### config.mk
export PLATFORM = sky130hd
export DESIGN_NAME = matmul_controller
export DESIGN_NICKNAME = d
export VERILOG_FILES = /design/src/rtl/matmul_controller.sv
export SDC_FILE = /design/constraint.sdc
export NUM_CORES = 1
export LEC_CHECK = 0
export CAP_MARGIN = 5
export CORE_MARGIN = 4
export CORE_UTILIZATION = 35
export DETAILED_ROUTE_END_ITERATION = 10
export SETUP_SLACK_MARGIN = 0.3
export SYNTH_ARGS = -nofsm -noshare
export SYNTH_HDL_FRONTEND = slang
export SYNTH_SLANG_ARGS = --single-unit
### constraint.sdc
create_clock -name clk -period 15.4 [get_ports clk]
set_input_delay 3.85 -clock clk [delete_from_list [all_inputs] [get_ports clk]]
set_output_delay 3.85 -clock clk [all_outputs]
set_load 0.02 [all_outputs]
### src/rtl/matmul_controller.sv
// matmul_controller
//   Streams two 3x3 byte matrices A and B (row-major, A first) into external
//   memories, then computes C = A x B, one result element at a time, and
//   hands the elements out row-major over a valid/ready port.
//
// Ports
//   clk, rst          clock; asynchronous active-high reset
//   start             begin a new job (honoured only in IDLE)
//   in_valid/in_data  input byte stream; in_ready high while loading
//   mem_addr          element address 0..8 shared by both memories
//   mem_wdata         write data to both memories
//   a_we, b_we        write enables for the A / B memories
//   mem_re            read enable: memories capture their 72-bit images
//   a_data, b_data    memory images, element n at bits [8n+7:8n]
//   out_valid/out_data/out_ready  result handshake; out_data is C[i][j]
//   busy              high in every state except IDLE
//   done              one-cycle pulse after the last result is accepted
module matmul_controller #(
  parameter int ACC_W = 18
) (
  input  logic             clk,
  input  logic             rst,
  input  logic             start,
  input  logic             in_valid,
  input  logic [7:0]       in_data,
  output logic             in_ready,
  output logic [3:0]       mem_addr,
  output logic [7:0]       mem_wdata,
  output logic             a_we,
  output logic             b_we,
  output logic             mem_re,
  input  logic [71:0]      a_data,
  input  logic [71:0]      b_data,
  output logic             out_valid,
  output logic [ACC_W-1:0] out_data,
  input  logic             out_ready,
  output logic             busy,
  output logic             done
);

  typedef enum logic [2:0] {
    ST_IDLE,
    ST_LOAD_A,
    ST_LOAD_B,
    ST_FETCH,
    ST_WAIT,
    ST_COMPUTE,
    ST_OUTPUT
  } state_t;

  state_t           state;
  state_t           state_next;
  logic [3:0]       n;
  logic [1:0]       i;
  logic [1:0]       j;
  logic [1:0]       k;
  logic [ACC_W-1:0] acc;
  logic             done_r;

  logic             loading;
  logic             accept;
  logic             last_elem;
  logic [3:0]       a_idx;
  logic [3:0]       b_idx;
  logic [7:0]       a_elem;
  logic [7:0]       b_elem;
  logic [15:0]      prod;

  // Operand selection: A[3i+k] and B[3k+j]; product forced to 0 outside
  // COMPUTE so the memory images are only consumed there.
  always_comb begin
    a_idx  = {1'b0, i, 1'b0} + {2'b00, i} + {2'b00, k};
    b_idx  = {1'b0, k, 1'b0} + {2'b00, k} + {2'b00, j};
    a_elem = '0;
    b_elem = '0;
    if (state == ST_COMPUTE) begin
      a_elem = a_data[{a_idx, 3'b000} +: 8];
      b_elem = b_data[{b_idx, 3'b000} +: 8];
    end
    prod = a_elem * b_elem;
  end

  always_comb begin
    loading   = (state == ST_LOAD_A) || (state == ST_LOAD_B);
    accept    = in_valid && loading;
    last_elem = (i == 2'd2) && (j == 2'd2);

    in_ready  = loading;
    a_we      = in_valid && (state == ST_LOAD_A);
    b_we      = in_valid && (state == ST_LOAD_B);
    mem_addr  = n;
    mem_wdata = loading ? in_data : '0;
    mem_re    = (state == ST_FETCH);
    out_valid = (state == ST_OUTPUT);
    out_data  = out_valid ? acc : '0;
    busy      = (state != ST_IDLE);
    done      = done_r;

    state_next = state;
    case (state)
      ST_IDLE:    if (start) state_next = ST_LOAD_A;
      ST_LOAD_A:  if (accept && n == 4'd8) state_next = ST_LOAD_B;
      ST_LOAD_B:  if (accept && n == 4'd8) state_next = ST_FETCH;
      ST_FETCH:   state_next = ST_WAIT;
      ST_WAIT:    state_next = ST_COMPUTE;
      ST_COMPUTE: if (k == 2'd2) state_next = ST_OUTPUT;
      ST_OUTPUT:  if (out_ready) state_next = last_elem ? ST_IDLE : ST_COMPUTE;
      default:    state_next = ST_IDLE;
    endcase
  end

  always_ff @(posedge clk or posedge rst) begin
    if (rst) begin
      state  <= ST_IDLE;
      n      <= '0;
      i      <= '0;
      j      <= '0;
      k      <= '0;
      acc    <= '0;
      done_r <= 1'b0;
    end else begin
      state  <= state_next;
      done_r <= (state == ST_OUTPUT) && out_ready && last_elem;
      case (state)
        ST_IDLE: begin
          if (start) n <= '0;
        end
        ST_LOAD_A, ST_LOAD_B: begin
          if (accept) n <= (n == 4'd8) ? 4'd0 : n + 4'd1;
        end
        ST_WAIT: begin
          // Entry into the first COMPUTE: result (0,0), accumulator cleared.
          i   <= '0;
          j   <= '0;
          k   <= '0;
          acc <= '0;
        end
        ST_COMPUTE: begin
          acc <= acc + ACC_W'(prod);
          k   <= (k == 2'd2) ? 2'd0 : k + 2'd1;
        end
        ST_OUTPUT: begin
          if (out_ready) begin
            acc <= '0;
            k   <= '0;
            if (j == 2'd2) begin
              j <= '0;
              i <= last_elem ? 2'd0 : i + 2'd1;
            end else begin
              j <= j + 2'd1;
            end
          end
        end
        default: ;
      endcase
    end
  end

endmodule
After elaboration in Yosys (flattened, before gate mapping)
Cells that the tools add are included.
{"block": "totals", "reg_bits": 32, "in_bits": 157, "out_inout_bits": 37}
{"block": "classes", "addsub": 9, "multipliers": 1, "eq_ne": 17, "shifts": 2, "muxes": 27, "reduce_logical": 19}
{"op": "72-bit by 8-bit variable part select with 8-bit output", "n": 2}
{"op": "18-bit case mux with 3 select lines", "n": 1}
{"op": "18-bit two-way mux", "n": 2}
{"op": "8-bit two-way mux", "n": 3}
{"op": "3-bit case mux with 7 select lines", "n": 1}
{"op": "18-bit by 16-bit adder with 18-bit output", "n": 1}
{"op": "3-bit two-way mux", "n": 6}
{"op": "8-bit by 8-bit multiplier with 16-bit output", "n": 1}
{"op": "2-bit two-way mux", "n": 7}
{"op": "4-bit two-way mux", "n": 3}
{"op": "2-bit by 1-bit inequality test with 1-bit output (second input constant)", "n": 5}
{"op": "3-bit equality test (second input constant)", "n": 3}
{"op": "3-bit by 2-bit adder with 4-bit output", "n": 2}
{"op": "4-bit by 2-bit adder with 4-bit output", "n": 2}
{"op": "2-bit case mux with 2 select lines", "n": 2}
{"op": "4-bit case mux with 2 select lines", "n": 1}
{"op": "1-bit logical AND", "n": 7}
{"op": "2-bit by 1-bit adder with 2-bit output (second input constant)", "n": 3}
{"op": "2-bit equality test (second input constant)", "n": 3}
{"op": "3-bit by 2-bit equality test with 1-bit output (second input constant)", "n": 2}
{"op": "2-bit case mux with 3 select lines", "n": 1}
{"op": "3-bit AND reduction", "n": 2}
{"op": "3-bit nonzero test", "n": 2}
{"op": "5-bit AND reduction", "n": 1}
{"op": "9 further kinds", "n": 12}

Logic depth before layout (Yosys ltp)
Gate-level depths: netlist of the first run.
{"block": "logic_depth", "depth_word": 7, "ltp_mapped": 28, "ltp_nobuf": 28}

Worst setup path after synthesis of the first run
OpenSTA, ideal clock, no wires.
{"block": "synth_path", "kind": "in2reg", "start": "input a_data[11]", "end": "register acc[17]", "arrival_ns": 8.754, "t_required_ns": 15.274, "slack_ns": 6.520, "path_stages": 21, "path_buffers": 0, "cell_sequence": "mux2_2 o21ai_0 o221ai_1 o21ai_1 nor2_1 fa_1 inv_1 fa_1 inv_1 fa_1 inv_1 fa_1 inv_1 ha_1 a21o_1 a21o_1 o21ai_2 a211oi_1 or3_1 and2_0 a221o_1"}
{"block": "synth_via", "elab_chain_len": 5}
{"element": "start: declaration", "line": "32", "source": "input logic [71:0] a_data,"}
{"element": "72-bit by 8-bit variable part select with 8-bit output", "line": "77", "source": "a_elem = a_data[{a_idx, 3'b000} +: 8];"}
{"element": "8-bit two-way mux", "line": "76", "source": "if (state == ST_COMPUTE) begin"}
{"element": "8-bit by 8-bit multiplier with 16-bit output", "line": "80", "source": "prod = a_elem * b_elem;"}
{"element": "18-bit by 16-bit adder with 18-bit output", "line": "139", "source": "acc <= acc + ACC_W'(prod);"}
{"element": "18-bit case mux with 3 select lines", "line": "124", "source": "case (state)"}
{"element": "end signal: assignment", "line": "139"}
{"element": "end: declaration", "line": "57", "source": "logic [ACC_W-1:0] acc;"}
Every way passes these cells.
A chain may end at the register's enable or synchronous reset.

Worst setup path in the final report of the first run
{"block": "layout_path", "start": "input a_data[10]", "end": "register acc[17]"}
Same word-level chain as after synthesis.

==> results of run 1 <==
worst min-delay path by stage:
stage | slack, ns | to | depth (start not counted) | startpoint
floorplan | 0.45 | acc[14]$_DFFE_PP0P_ | 2 | acc[14]$_DFFE_PP0P_
global placement | 0.46 | acc[7]$_DFFE_PP0P_ | 2 | acc[7]$_DFFE_PP0P_
detailed placement | 0.47 | acc[7]$_DFFE_PP0P_ | 2 | acc[7]$_DFFE_PP0P_
CTS | 0.48 | acc[7]$_DFFE_PP0P_ | 2 | acc[7]$_DFFE_PP0P_
global route | 0.50 | k[0]$_DFFE_PP0P_ | 1 | k[1]$_DFFE_PP0P_
finish | 0.47 | acc[7]$_DFFE_PP0P_ | 2 | acc[7]$_DFFE_PP0P_
power by group through the flow:
| stage | logic [mW] | clock network (mW) | registers (mW) |
|---|---|---|---|
| finish | 0.946 | 0.115 | 0.143 |
| global route | 1.07 | 0.121 | 0.148 |
| CTS | 0.955 | 0.118 | 0.143 |
| detailed placement | 0.946 | 0 | 0.144 |
| global placement | 0.942 | 0 | 0.143 |
| floorplan | 0.723 | 0 | 0.127 |
metal layers:
layer  GRT usage  wire length (um)
met1       0.260              8190
met2       0.345              9000
met3      0.0267              1110
met4      0.0288               133
met5           0                 0
area by class of cell:
type                            count  share of cell area
Clock buffer                        5              0.0154
Clock inverter                      3             0.00524
Inverter                          114              0.0527
Multi-Input combinational cell    538               0.551
Sequential cell                    32              0.0987
Tap cell                          220              0.0339
Timing Repair Buffer              198               0.243
worst min-delay path: stages (launching register included):
cell,delay [ns]
dfrtp_1,0.34
nand2_1,0.05
o21ai_0,0.06
sequential cells by signal, summed over array words and instances (netlist names):
| name | flops |
|---|---|
| k | 2 |
| done | 1 |
| i | 2 |
| acc | 18 |
| j | 2 |
| state | 3 |
| mem_addr | 4 |
cells in the mapped netlist (2+ instances only):
master	n	area share
a211oi_1	2	0.0026
a21o_1	4	0.0051
a21oi_1	49	0.042
a22o_1	7	0.010
a31oi_1	4	0.0043
a32o_1	2	0.0034
and2_1	8	0.0085
and3_1	12	0.013
buf_2	2	0.0017
buf_4	2	0.0026
buf_6	5	0.0096
clkbuf_1	20	0.013
dfrtp_1	32	0.14
fa_1	54	0.18
ha_1	47	0.10
inv_1	113	0.072
mux2_1	2	0.0038
mux2_2	30	0.058
mux2i_1	35	0.060
nand2_1	29	0.019
nand2b_1	5	0.0053
nand3_1	5	0.0043
nor2_1	74	0.047
nor2b_1	3	0.0032
nor3_1	12	0.010
nor3b_2	2	0.0043
o2111ai_1	2	0.0030
o211ai_1	3	0.0038
o21a_1	2	0.0026
o21ai_0	44	0.038
o21ai_1	9	0.0077
o21ai_2	9	0.013
o21bai_1	16	0.021
o221ai_1	16	0.024
o31ai_1	2	0.0026
or2_1	4	0.0043
or2_2	20	0.021
or3_1	5	0.0053
xnor2_1	5	0.0075
xor2_1	7	0.010
cell families after synthesis:
kind of cell             count (synthesis)  synth area share
XOR/XNOR                                12            0.0179
AO/OA/AOI/OAI                          176             0.190
buffers and inverters                  143            0.0997
adder cells (fa/ha/maj)                101             0.285
AND/OR/NAND/NOR                        182             0.149
flip-flops                              32             0.137
multiplexers                            67             0.121
==> results.txt, run 1 <==
Status: completed
Pint: 0.568 mW
Leakage dissipation: 3.64 nW
Total area of sequential cells: 801 um2
Post-CTS Resized: 0
Buffers on Ports: 193
Worst path cell trace: clkdlybuf4s50_1 > mux2_2 > o21ai_0 > o221ai_1 > o21ai_1 > or2_2 > fa_1 > fa_1 > inv_1 > fa_1 > inv_1 > fa_1 > inv_1 > ha_1 > a21o_1 > a21o_1 > o21ai_2 > a211oi_1 > or3_1 > and2_0 > a221o_1
Setup crit end: acc[17]$_DFFE_PP0P_
Final hold viol count: 0
Crit path kind: input pin to flop
Fmax achieved: 0.103 GHz
Grt ovf: 0
Final core occ: 0.493
Crit-path slowest cell: fa_1
Post-synthesis instance area: 5860 um2
Reg clk slew, reported paths: 0.05 ns
Routed Antenna Nets: 0
Skew-Pair Late Insertion Delay: 0.28 ns
Dpl cell area: 7950 um2
Setup WS post-layout: 5.72 ns
Most Frequent Cell on Critical Path: fa_1
Commonest non-fill, non-tap cell in the layout: clkdlybuf4s50_1
Max Transition Viols Final: 0
Hold WC Path Type: flop to flop
Syn. warnings: 0
DRT Pass-1 Iters: 4
EDFF count, synth: 0
TNS Setup: 0 ns
Final instance area: 8120 um2
Die W: 137 um
Die Height: 137 um
Crit path buf inv count: 4
Vias: 5464
Top delay family on crit path: adder cells
Post-layout minimum cycle time: 9.68 ns
# diodes: 0
First-pass GRT wire length: 29.6 mm
Post-Syn Nets: 971
Number of H-tree levels: 2
Power share of the clock group: 0.095
CTS tree: yes
Max cap viols: 0
Fill cells: 1613
Sequential share of power: 0.119
Reg2Reg Depth: 26
Multi-input gate area: 4470 um2
Post-place setup slack: 5.44 ns
Net Sw Frac: 0.528
Cell count after synthesis: 713
Initial antenna violation count: 0
Syn_area_per_cell: 8.22 um2
Placed cells: 1102
Starting Density: 0.356
Post-CTS Setup Inserts: 0
Initial drt markers: 231
Largest net degree at the start of global routing: 34
Clk buf depth: 2
Yosys reg bits: 32
Skew final: 0.00497 ns
Critical-path maximum fanout: 8
PwrDens: 148 nW/um2
CTS root buf: clkbuf_16
Gpl congestion: 0.830
Slew HR: 0.394
GRT Total Usage: 0.196
# clock sinks: 32
IO Pins: 194
Post-Layout Cell Count: 1110
Primary FF master, synth: dfrtp_1
Least-Margin Pin Slew: 0.900 ns
Total CTS buffers: 5
Number of distinct library cells after synthesis: 49
Max incr delay on CP: 0.57 ns
Final Power: 1.20 mW
Crit path launch: a_data[10]
# rows: 47
Hold Slack: 0.474 ns
Sw Pwr: 0.636 mW
DR WL/cell: 16.6 um
Setup crit end kind: flop
WL final: 18.4 mm
Most frequent cells in the layout: clkdlybuf4s50_1, inv_1, nor2_1
Die area: 18900 um2
CP Data Arrival Time: 9.85 ns
FF-to-FF Start: k[1]$_DFFE_PP0P_
Vias in the first global route: 5554
Critical path required time: 15.57 ns
Combinational power share: 0.786
WP depth: 21
Ys async rst share: 1.00
Final nets: 1147
Setup-failing EPs final: 0
RSZ-0062 raised after global routing: false
DP HPWL: 15.2 mm
Layout cells sized above 1: 0.0831
Post-synthesis sequential area ratio: 0.137
Max VDD drop: 0.0822 mV
Post-route DRC: 0
Core area: 16500 um2
Area Growth Syn to Fin: 38.5%
Tcrit/Tclk final: 0.629
Number of vias per cell: 4.92
Startpoint types: input pin
Capturing point of the worst reg2reg path: acc[17]$_DFFE_PP0P_
Worst R2R Setup Slack: 7.59 ns
Hold_buf cts: 0
No activity file was read; power rests on OpenSTA's default activity.
==> run 2, diff against run 1 <==
- PLACE_DENSITY: not set -> 0.66
- clock period: 15.4 -> 8.2 ns (I/O delays scaled with it)
==> results.txt, run 2 (synthesis results as in run 1) <==
WL final: 17.6 mm
First-pass GRT wire length: 28.3 mm
Skew-Pair Late Insertion Delay: 0.28 ns
Worst R2R Setup Slack: 0.90 ns
Post-CTS Resized: 0
Vias: 5561
Total CTS buffers: 5
CTS root buf: clkbuf_16
TNS Setup: 0 ns
Fmax achieved: 0.133 GHz
# rows: 47
Crit-path slowest cell: fa_1
Top delay family on crit path: adder cells
Max incr delay on CP: 0.55 ns
Initial antenna violation count: 0
IO Pins: 194
DP HPWL: 14.9 mm
# clock sinks: 32
Critical path required time: 8.36 ns
Routed Antenna Nets: 0
Startpoint types: input pin
Number of vias per cell: 4.93
Crit path buf inv count: 4
Post-route DRC: 0
Most frequent cells in the layout: clkdlybuf4s50_1, inv_1, nor2_1
Max Transition Viols Final: 0
Post-layout minimum cycle time: 7.53 ns
RSZ-0062 raised after global routing: false
Skew final: 0.00405 ns
Hold_buf cts: 0
Clk buf depth: 2
Buffers on Ports: 193
PwrDens: 280 nW/um2
Post-CTS Setup Inserts: 0
Grt ovf: 0
GRT Total Usage: 0.187
CP Data Arrival Time: 7.69 ns
Least-Margin Pin Slew: 0.859 ns
Largest Register: acc
Vias in the first global route: 5689
Die Height: 137 um
Status: completed
Setup-failing EPs final: 0
DR WL/cell: 15.6 um
Worst path cell trace: clkdlybuf4s50_1 > mux2_2 > o21ai_0 > o221ai_1 > o21ai_2 > or2_2 > fa_1 > fa_1 > inv_1 > fa_1 > inv_1 > fa_1 > inv_1 > ha_1 > a21o_1 > a21o_1 > o21ai_2 > a211oi_1 > or3_1 > and2_0 > a221o_1
Starting Density: 0.356
Final nets: 1165
Die W: 137 um
Leakage dissipation: 3.72 nW
Critical-path maximum fanout: 6
CTS tree: yes
Gpl congestion: 0.861
Core area: 16500 um2
Initial drt markers: 367
Largest net degree at the start of global routing: 33
Max VDD drop: 0.146 mV
Hold Slack: 0.483 ns
Final hold viol count: 0
Commonest non-fill, non-tap cell in the layout: clkdlybuf4s50_1
# diodes: 0
Slew HR: 0.427
Max cap viols: 0
DRT Pass-1 Iters: 5
Hold WC Path Type: flop to flop
Most Frequent Cell on Critical Path: fa_1
Layout cells sized above 1: 0.100
Crit path kind: input pin to flop
Area Growth Syn to Fin: 40.7%
Setup crit end kind: flop
Reg clk slew, reported paths: 0.05 ns
Die area: 18900 um2
Number of H-tree levels: 2
Tcrit/Tclk final: 0.918
Flip-flop count of the largest register after layout: 18
run 2: changes by cell type in the layout (fill, tap and decap cells not counted):
cell | previous run | this run
clkbuf_1 | 0 | 1
clkinvlp_4 | 1 | 0
buf_4 | 5 | 23
run 2: cell type report:
class | count | area [um2]
Timing Repair Buffer | 216 | 2100
Sequential cell | 32 | 801
Tap cell | 220 | 275
Clock inverter | 2 | 35.0
Fill cell | 1572 | 8220
Clock buffer | 6 | 129
Multi-Input combinational cell | 538 | 4470
Inverter | 114 | 428
run 2: report_power, final:
part           internal, mW  switching, mW
clock                 0.143         0.0683
combinational         0.781           1.07
sequential            0.203         0.0495
run 2: final timing paths:
kind,startpoint,end,cells past startpoint
worst max register to register,k[1]$_DFFE_PP0P_,acc[17]$_DFFE_PP0P_,26
min in group asynchronous,rst,mem_addr[1]$_DFFE_PP0P_,3
max in group asynchronous,rst,acc[4]$_DFFE_PP0P_,3
worst min-delay path,acc[14]$_DFFE_PP0P_,acc[14]$_DFFE_PP0P_,2
worst max-delay path,b_data[14],acc[17]$_DFFE_PP0P_,21
worst min register to register,acc[14]$_DFFE_PP0P_,acc[14]$_DFFE_PP0P_,2
run 2: stage by stage:
stage,power [mW],std cells,util,cell area (um2),setup slack (ns)
2_1_floorplan,1.60,713,-,5860,1.12
3_3_place_gp,2.09,1120,0.491,8080,0.437
3_5_place_dp,2.10,1120,0.491,8080,0.414
4_1_cts,2.33,1128,0.501,8250,0.662
5_1_grt,2.57,1128,0.501,8250,0.319
6_report,2.31,1128,0.501,8250,0.671
run 2: worst reg2reg max path, delay by kind of cell, from the launching register on:
family                   cells  cell delay, ns
adder cells (fa/ha/maj)      8            3.65
AO/OA/AOI/OAI                7            1.18
AND/OR/NAND/NOR              5            1.45
buffers and inverters        6            0.51
flip-flops                   1            0.39
run 2: routing by layer:
metal  track usage  vias to the layer above  routed length [um]
li1              -                     2804                   -
met1         0.234                     2590                7570
met2         0.332                      154                8390
met3        0.0358                       13                1420
met4        0.0405                        0                 265
met5             0                        -                   0
